**config.mk**
```make
export PLATFORM = sky130hd
export DESIGN_NAME = sorted_frame_serializer
export DESIGN_NICKNAME = d
export VERILOG_FILES = /design/src/rtl/sorted_frame_serializer.sv
export SDC_FILE = /design/constraint.sdc
export NUM_CORES = 1
export LEC_CHECK = 0
export BUFFER_PORTS_ARGS = -buffer_cell sky130_fd_sc_hd__buf_2
export CAP_MARGIN = 15
export CORE_ASPECT_RATIO = 1.4
export CORE_MARGIN = 2
export CORE_UTILIZATION = 34
export DETAILED_ROUTE_END_ITERATION = 8
export GPL_TIMING_DRIVEN = 0
export PLACE_DENSITY = 0.61
export SKIP_LAST_GASP = 1
export SLEW_MARGIN = 20
export SYNTH_ARGS = -nofsm -noshare
export SYNTH_HDL_FRONTEND = slang
export SYNTH_SLANG_ARGS = --single-unit
```
**constraint.sdc**
```tcl
create_clock -name clk -period 6.6 [get_ports clk]
set_clock_uncertainty 0.2 [all_clocks]
set_input_delay 1.32 -clock clk [delete_from_list [all_inputs] [get_ports clk]]
set_output_delay 1.32 -clock clk [all_outputs]
set_load 0.03 [all_outputs]
```
**src/rtl/sorted_frame_serializer.sv**
```systemverilog
// Buffers one sorted frame of N signed elements and streams it out one element per beat.
// Optional SORTED_FRAME_ORDER_CHECK_EN builds the non-decreasing order checker.
module sorted_frame_serializer #(
    parameter int N  = 9,
    parameter int W  = 32,
    parameter int IW = $clog2(N)
) (
    input  logic            clk,
    input  logic            rst,
    input  logic            in_valid,
    output logic            in_ready,
    input  logic [N*W-1:0]  in_data,
    output logic            out_valid,
    input  logic            out_ready,
    output logic [W-1:0]    out_data,
    output logic [IW-1:0]   out_index,
    output logic            out_last,
    output logic [15:0]     frame_cnt,
    output logic            order_err,
    output logic [IW-1:0]   err_index
);

    typedef enum logic [0:0] {
        IDLE   = 1'b0,
        STREAM = 1'b1
    } state_t;

    localparam logic [IW-1:0] LAST_IDX = IW'(N - 1);

    function automatic logic [W-1:0] elem_at(input logic [N*W-1:0] frame,
                                             input logic [IW-1:0]  i);
        return frame[int'(i)*W +: W];
    endfunction

    state_t            state_r;
    logic [N*W-1:0]    buf_r;
    logic [IW-1:0]     idx_r;
    logic              out_valid_r;
    logic [W-1:0]      out_data_r;
    logic              out_last_r;
    logic [15:0]       frame_cnt_r;
    logic              accept_s;
    logic [IW-1:0]     next_idx_s;

    assign accept_s   = out_valid_r && out_ready;
    assign next_idx_s = idx_r + IW'(1);

    // Held low during reset so no frame can be captured on a reset edge.
    assign in_ready  = (state_r == IDLE) && !rst;
    assign out_valid = out_valid_r;
    assign out_data  = out_data_r;
    assign out_index = idx_r;
    assign out_last  = out_last_r;
    assign frame_cnt = frame_cnt_r;

    // Capture/stream state machine with registered stream outputs.
    always_ff @(posedge clk) begin
        if (rst) begin
            state_r     <= IDLE;
            buf_r       <= '0;
            idx_r       <= '0;
            out_valid_r <= 1'b0;
            out_data_r  <= '0;
            out_last_r  <= 1'b0;
            frame_cnt_r <= 16'd0;
        end else begin
            case (state_r)
                IDLE: begin
                    if (in_valid) begin
                        buf_r       <= in_data;
                        idx_r       <= '0;
                        out_data_r  <= in_data[W-1:0];
                        out_last_r  <= 1'b0;
                        out_valid_r <= 1'b1;
                        state_r     <= STREAM;
                    end
                end
                STREAM: begin
                    if (accept_s) begin
                        if (!out_last_r) begin
                            idx_r      <= next_idx_s;
                            out_data_r <= elem_at(buf_r, next_idx_s);
                            out_last_r <= (next_idx_s == LAST_IDX);
                        end else begin
                            out_valid_r <= 1'b0;
                            frame_cnt_r <= frame_cnt_r + 16'd1;
                            state_r     <= IDLE;
                        end
                    end
                end
                default: begin
                    out_valid_r <= 1'b0;
                    state_r     <= IDLE;
                end
            endcase
        end
    end

`ifdef SORTED_FRAME_ORDER_CHECK_EN
    logic [W-1:0]  prev_r;
    logic          order_err_r;
    logic [IW-1:0] err_index_r;

    assign order_err = order_err_r;
    assign err_index = err_index_r;

    // Index 0 is never compared, so the check cannot span frame boundaries.
    always_ff @(posedge clk) begin
        if (rst) begin
            prev_r      <= '0;
            order_err_r <= 1'b0;
            err_index_r <= '0;
        end else if (accept_s) begin
            prev_r <= out_data_r;
            if ((idx_r != '0) && ($signed(out_data_r) < $signed(prev_r)) && !order_err_r) begin
                order_err_r <= 1'b1;
                err_index_r <= idx_r;
            end
        end
    end
`else
    assign order_err = 1'b0;
    assign err_index = '0;
`endif

endmodule

```
**After elaboration in Yosys (flattened, before gate mapping)**

Cells that the tools add are included.

- Add/subtract/negate cells: 2
- Eq/ne operators: 5
- Shift-type cells: 1
- Multiplexer cells: 20
- Bitwise operators: 1
- Reduce and logical (&&, ||, !) cells: 8

Operator list:

| cell | number |
|---|---|
| $shiftx 288x10->32 | 1 |
| $mux 32 | 3 |
| $pmux 32 s2 | 1 |
| $add 16x1->16 const B | 1 |
| $mux 4 | 3 |
| $mux 1 | 9 |
| $reduce_and 3->1 | 3 |
| $pmux 4 s2 | 1 |
| $pmux 1 s2 | 3 |
| $add 4x1->4 const B | 1 |
| $eq 4x4->1 const B | 1 |
| $ne 2x1->1 const B | 2 |
| $ne 2x2->1 const B | 2 |
| $reduce_and 2->1 | 2 |
| $logic_and 1x1->1 | 2 |
| $logic_not 1->1 | 1 |
| $not 1->1 | 1 |

- Register bits after elaboration: 343
- Bits of input ports: 292
- Output and inout bits: 60
- Word-level logic and storage cells: 44

**Longest topological paths before layout**

- Word-level depth: 5
- Mapped depth: 7

**Worst setup path before layout**

OpenSTA, ideal clock, no wires.

- Kind: in2out
- From: in rst
- To: out in_ready
- Arrival: 1.741 ns
- Required time: 5.080 ns
- Slack: 3.339 ns
- Stages: 1
- Buffers on the path: 0
- Path through: nor2_1

- Word-level cells in the longest chain between the ends: 2

Ends and longest elaborated chain:

| what | line | text |
|---|---|---|
| from (decl) | 9 | `input logic rst,` |
| $logic_not 1->1 | 49 | `assign in_ready = (state_r == IDLE) && !rst;` |
| $logic_and 1x1->1 | 49 |  |
| to (decl) | 11 | `output logic in_ready,` |

Every way passes these cells.

**Worst setup path after layout**

- From: in in_valid
- To: reg buf_r[181]

- Word-level cells in the longest chain between the ends: 1

Ends and longest elaborated chain:

| what | line | text |
|---|---|---|
| from (decl) | 10 | `input logic in_valid,` |
| $reduce_and 2->1 (no source line) | n/a |  |
| to (signal assigned) | 70 | `buf_r <= in_data;` |
| to (decl) | 36 | `logic [N*W-1:0] buf_r;` |

Every way passes these cells.
A chain may end at the register's enable or synchronous reset.

==> run metrics <==
post-CTS setup buffer count 0; dominant cells by area after synthesis dfxtp_1 47%, nand2_1 13%, a21oi_1 10%; RR Endpoint out_data[9]$_SDFFE_PP0P_; Routed WL between 50000 and 60000 um; Setup violations, final 0; Internal 3.62 mW; Net Sw Frac 0.267; cts bufs inserted 36; final design utilization 0.430; Worst Path Required 6.85 ns; multiplexer share of the synthesized area 0.0989; Overall Global Routing Usage 0.253; FF-to-FF path depth 7; final net count about 2.4k; vias in the first global route between 10k and 15k; worst reg-to-reg setup slack approximately 3.8 ns; clock root cell clkbuf_16; first-pass GRT wire length 84200 um; WS Path Type in -> reg; WHS approximately 0.25 ns; main combinational cell family by area after synthesis compound AO/OA/AOI/OAI gates; Fillers around 4.3k; Tcrit/Tclk final 0.505; port bufs 346; Clock Sinks 343; Logic pwr share 0.130; Slew @ Worst Pin 0.986 ns; gr ovfl total 0; P_sw around 1.3 mW; die area 44600 um2; Min-Delay Path Class reg -> reg; Area Overhead vs Synth 24.7%; Worst path slowest cell clkbuf_1; synthesized flop and latch total around 340; P_leak approximately 7 nW; clk_lat worst skew 0.53 ns; WP data arrival between 3 and 4 ns; share of cells above drive strength 1 0.240; DRT Pass-1 Iters 5; post-DR vias/cell around 5.3; Sequential Power Share 0.456; Die X-Extent 179 um; xor and xnor fraction of the mapped netlist area 0.00541; dominant cell type by area after synthesis dfxtp_1; CTS tree yes; global placement routability congestion 0.901; Power Density around 270 nW/um2; Synth Area in Adders 0.00172; DRT iter0 DRCs between 1k and 1.5k; Critical Path Max Stage Delay 0.60 ns; Core Region about 42000 um2; Crit Path Max Fanout 10; minimum clock period 3.33 ns; Syn Area/Cell approximately 8.6 um2; Std-Cell Rows 89; compound-cell area share of the yosys netlist 0.193; Clock Path Buffers 3; Synth Area in Simple Gates 0.169; Worst Setup End Kind flip-flop; Max Clk Rate ~0.3 GHz; WL/cell around 22 um; CTS clk-pin slew, worst paths approximately 0.06 ns; detailed placement HPWL about 45000 um; Synth Instances 1694; Critical Path Sink buf_r[181]$_SDFFE_PP0P_; TNS Setup 0 ns; Slew HR 0.340; commonest cells after routing, fill and taps aside 517 x nand2_1, 355 x buf_2, 343 x dfxtp_1; crit-path cells buf_2 > nor2b_1 > clkbuf_1 > clkbuf_1 > clkbuf_1 > nand2_1 > a21oi_1; hold_buf cts 0; maximum vdd ir drop around 0.00016 V; final hold viol count 0; Vert. Die Dim about 250 um; H-tree Lvls 2; PostCTS Resize Cnt 0; critical path launch point type input pin; most common cell after layout, fill and taps aside nand2_1; Final Slew Violations 0; Max Cap Viol 0; status complete, no violations; pin count of the biggest net entering global routing 15; Synth Warn # 0; Tot Pwr between 4 and 5 mW; via count between 10k and 15k; RSZ-0062 raised after global routing false; number of routed nets with antenna violations 0; reg2reg start state_r$_SDFF_PP0_; starting density of the core 0.345; crit-path most repeated cell clkbuf_1; register area share after synthesis 0.471; Netlist cell types 50; Critical Path Source in_valid; cell area after synthesis 14600 um2; io pins roughly 350; initial antenna violation count 6; clock share of power 0.414; Yosys top cell area share 0.471; # DRC 0
## per-layer routing
layer,wire length (um),up-vias,share of wire,global-route usage
met2,29200,527,0.51,0.447
met3,3680,114,0.064,0.0386
li1,-,6657,-,-
met4,2640,2,0.046,0.122
met5,12,-,0.00021,0
met1,22000,6689,0.38,0.293
## Yosys cell counts, drive strengths merged
master	count
nor2b	3
a32oi	32
clkbuf	113
a22o	35
or3b	1
buf	42
and3	1
a211o	2
a21oi	297
and4	3
a31oi	32
or2	1
xor2	6
nor3	3
nand2	518
a211oi	32
and4b	1
nor2	14
o31ai	1
o21ai	42
conb	1
inv	34
a21o	1
ha	2
bufbuf	1
nand2b	1
a311oi	1
or3	7
mux4	64
nand4	6
o21a	2
dfxtp	343
or4	1
and2	5
nand4b	3
nand3	40
xnor2	3
## flip-flops by register name, indices dropped and copies added, names as in the netlist
signal     cells
frame_cnt     16
buf_r        288
state_r        1
out_index      4
out_data      32
out_valid      1
out_last       1
## power by group through the flow
| stage | sequential, mW | combinational (mW) | clock, mW |
|---|---|---|---|
| after global routing | 2.27 | 0.699 | 2.14 |
| after detailed placement | 2.30 | 0.639 | 0 |
| after floorplan | 2.31 | 0.334 | 0 |
| final | 2.26 | 0.643 | 2.04 |
| after CTS | 2.25 | 0.641 | 2.07 |
| after global placement | 2.29 | 0.630 | 0 |
## how the worst min path moves through the flow
stage                            startpoint                 endpoint  slack, ns  cells past startpoint
global placement     buf_r[85]$_SDFFE_PP0P_   buf_r[85]$_SDFFE_PP0P_       0.24                      2
finish               buf_r[76]$_SDFFE_PP0P_   buf_r[76]$_SDFFE_PP0P_       0.25                      2
floorplan           buf_r[242]$_SDFFE_PP0P_  buf_r[242]$_SDFFE_PP0P_       0.23                      2
global route        buf_r[157]$_SDFFE_PP0P_  buf_r[157]$_SDFFE_PP0P_       0.27                      2
CTS                  buf_r[76]$_SDFFE_PP0P_   buf_r[76]$_SDFFE_PP0P_       0.25                      2
detailed placement   buf_r[76]$_SDFFE_PP0P_   buf_r[76]$_SDFFE_PP0P_       0.24                      2
## worst max-delay path, delay by kind of cell
kind | cells | cell delay, ns
compound gates | 1 | 0.14
buf+inv | 4 | 1.75
simple gates | 2 | 0.37
## layout make-up
class / instances / area, um2 / share of cell area
timing repair buffer: 346 / 1730 / 0.0953
inverter: 34 / 128 / 0.00702
multi-input combinational: 1165 / 6840 / 0.376
antenna: 5 / 12.5 / 0.000689
clock inverter: 12 / 140 / 0.00771
buffer: 156 / 754 / 0.0415
sequential: 343 / 6870 / 0.378
clock buffer: 50 / 1010 / 0.0558
tap: 546 / 683 / 0.0376
## stage by stage
step | setup WS, ns | area (um2) | cells
4_1_cts | 3.32 | 18200 | 2652
3_5_place_dp | 2.80 | 17000 | 2590
5_1_grt | 3.11 | 18200 | 2657
2_1_floorplan | 3.34 | 14600 | 1698
6_report | 3.27 | 18200 | 2657
3_3_place_gp | 2.86 | 17000 | 2590
## logic make-up (layout without fill, tap and decap cells)
kind of cell | after synthesis | in the layout
and+or+nand+nor | 608 | 608
AOI/OAI and AO/OA | 477 | 477
DFF | 343 | 343
buffers and inverters | 190 | 598
muxes | 64 | 64
xor gates and xnor gates | 9 | 9
adders and majority gates | 2 | 2
other | 1 | 10
No activity file was read; power rests on OpenSTA's default activity.
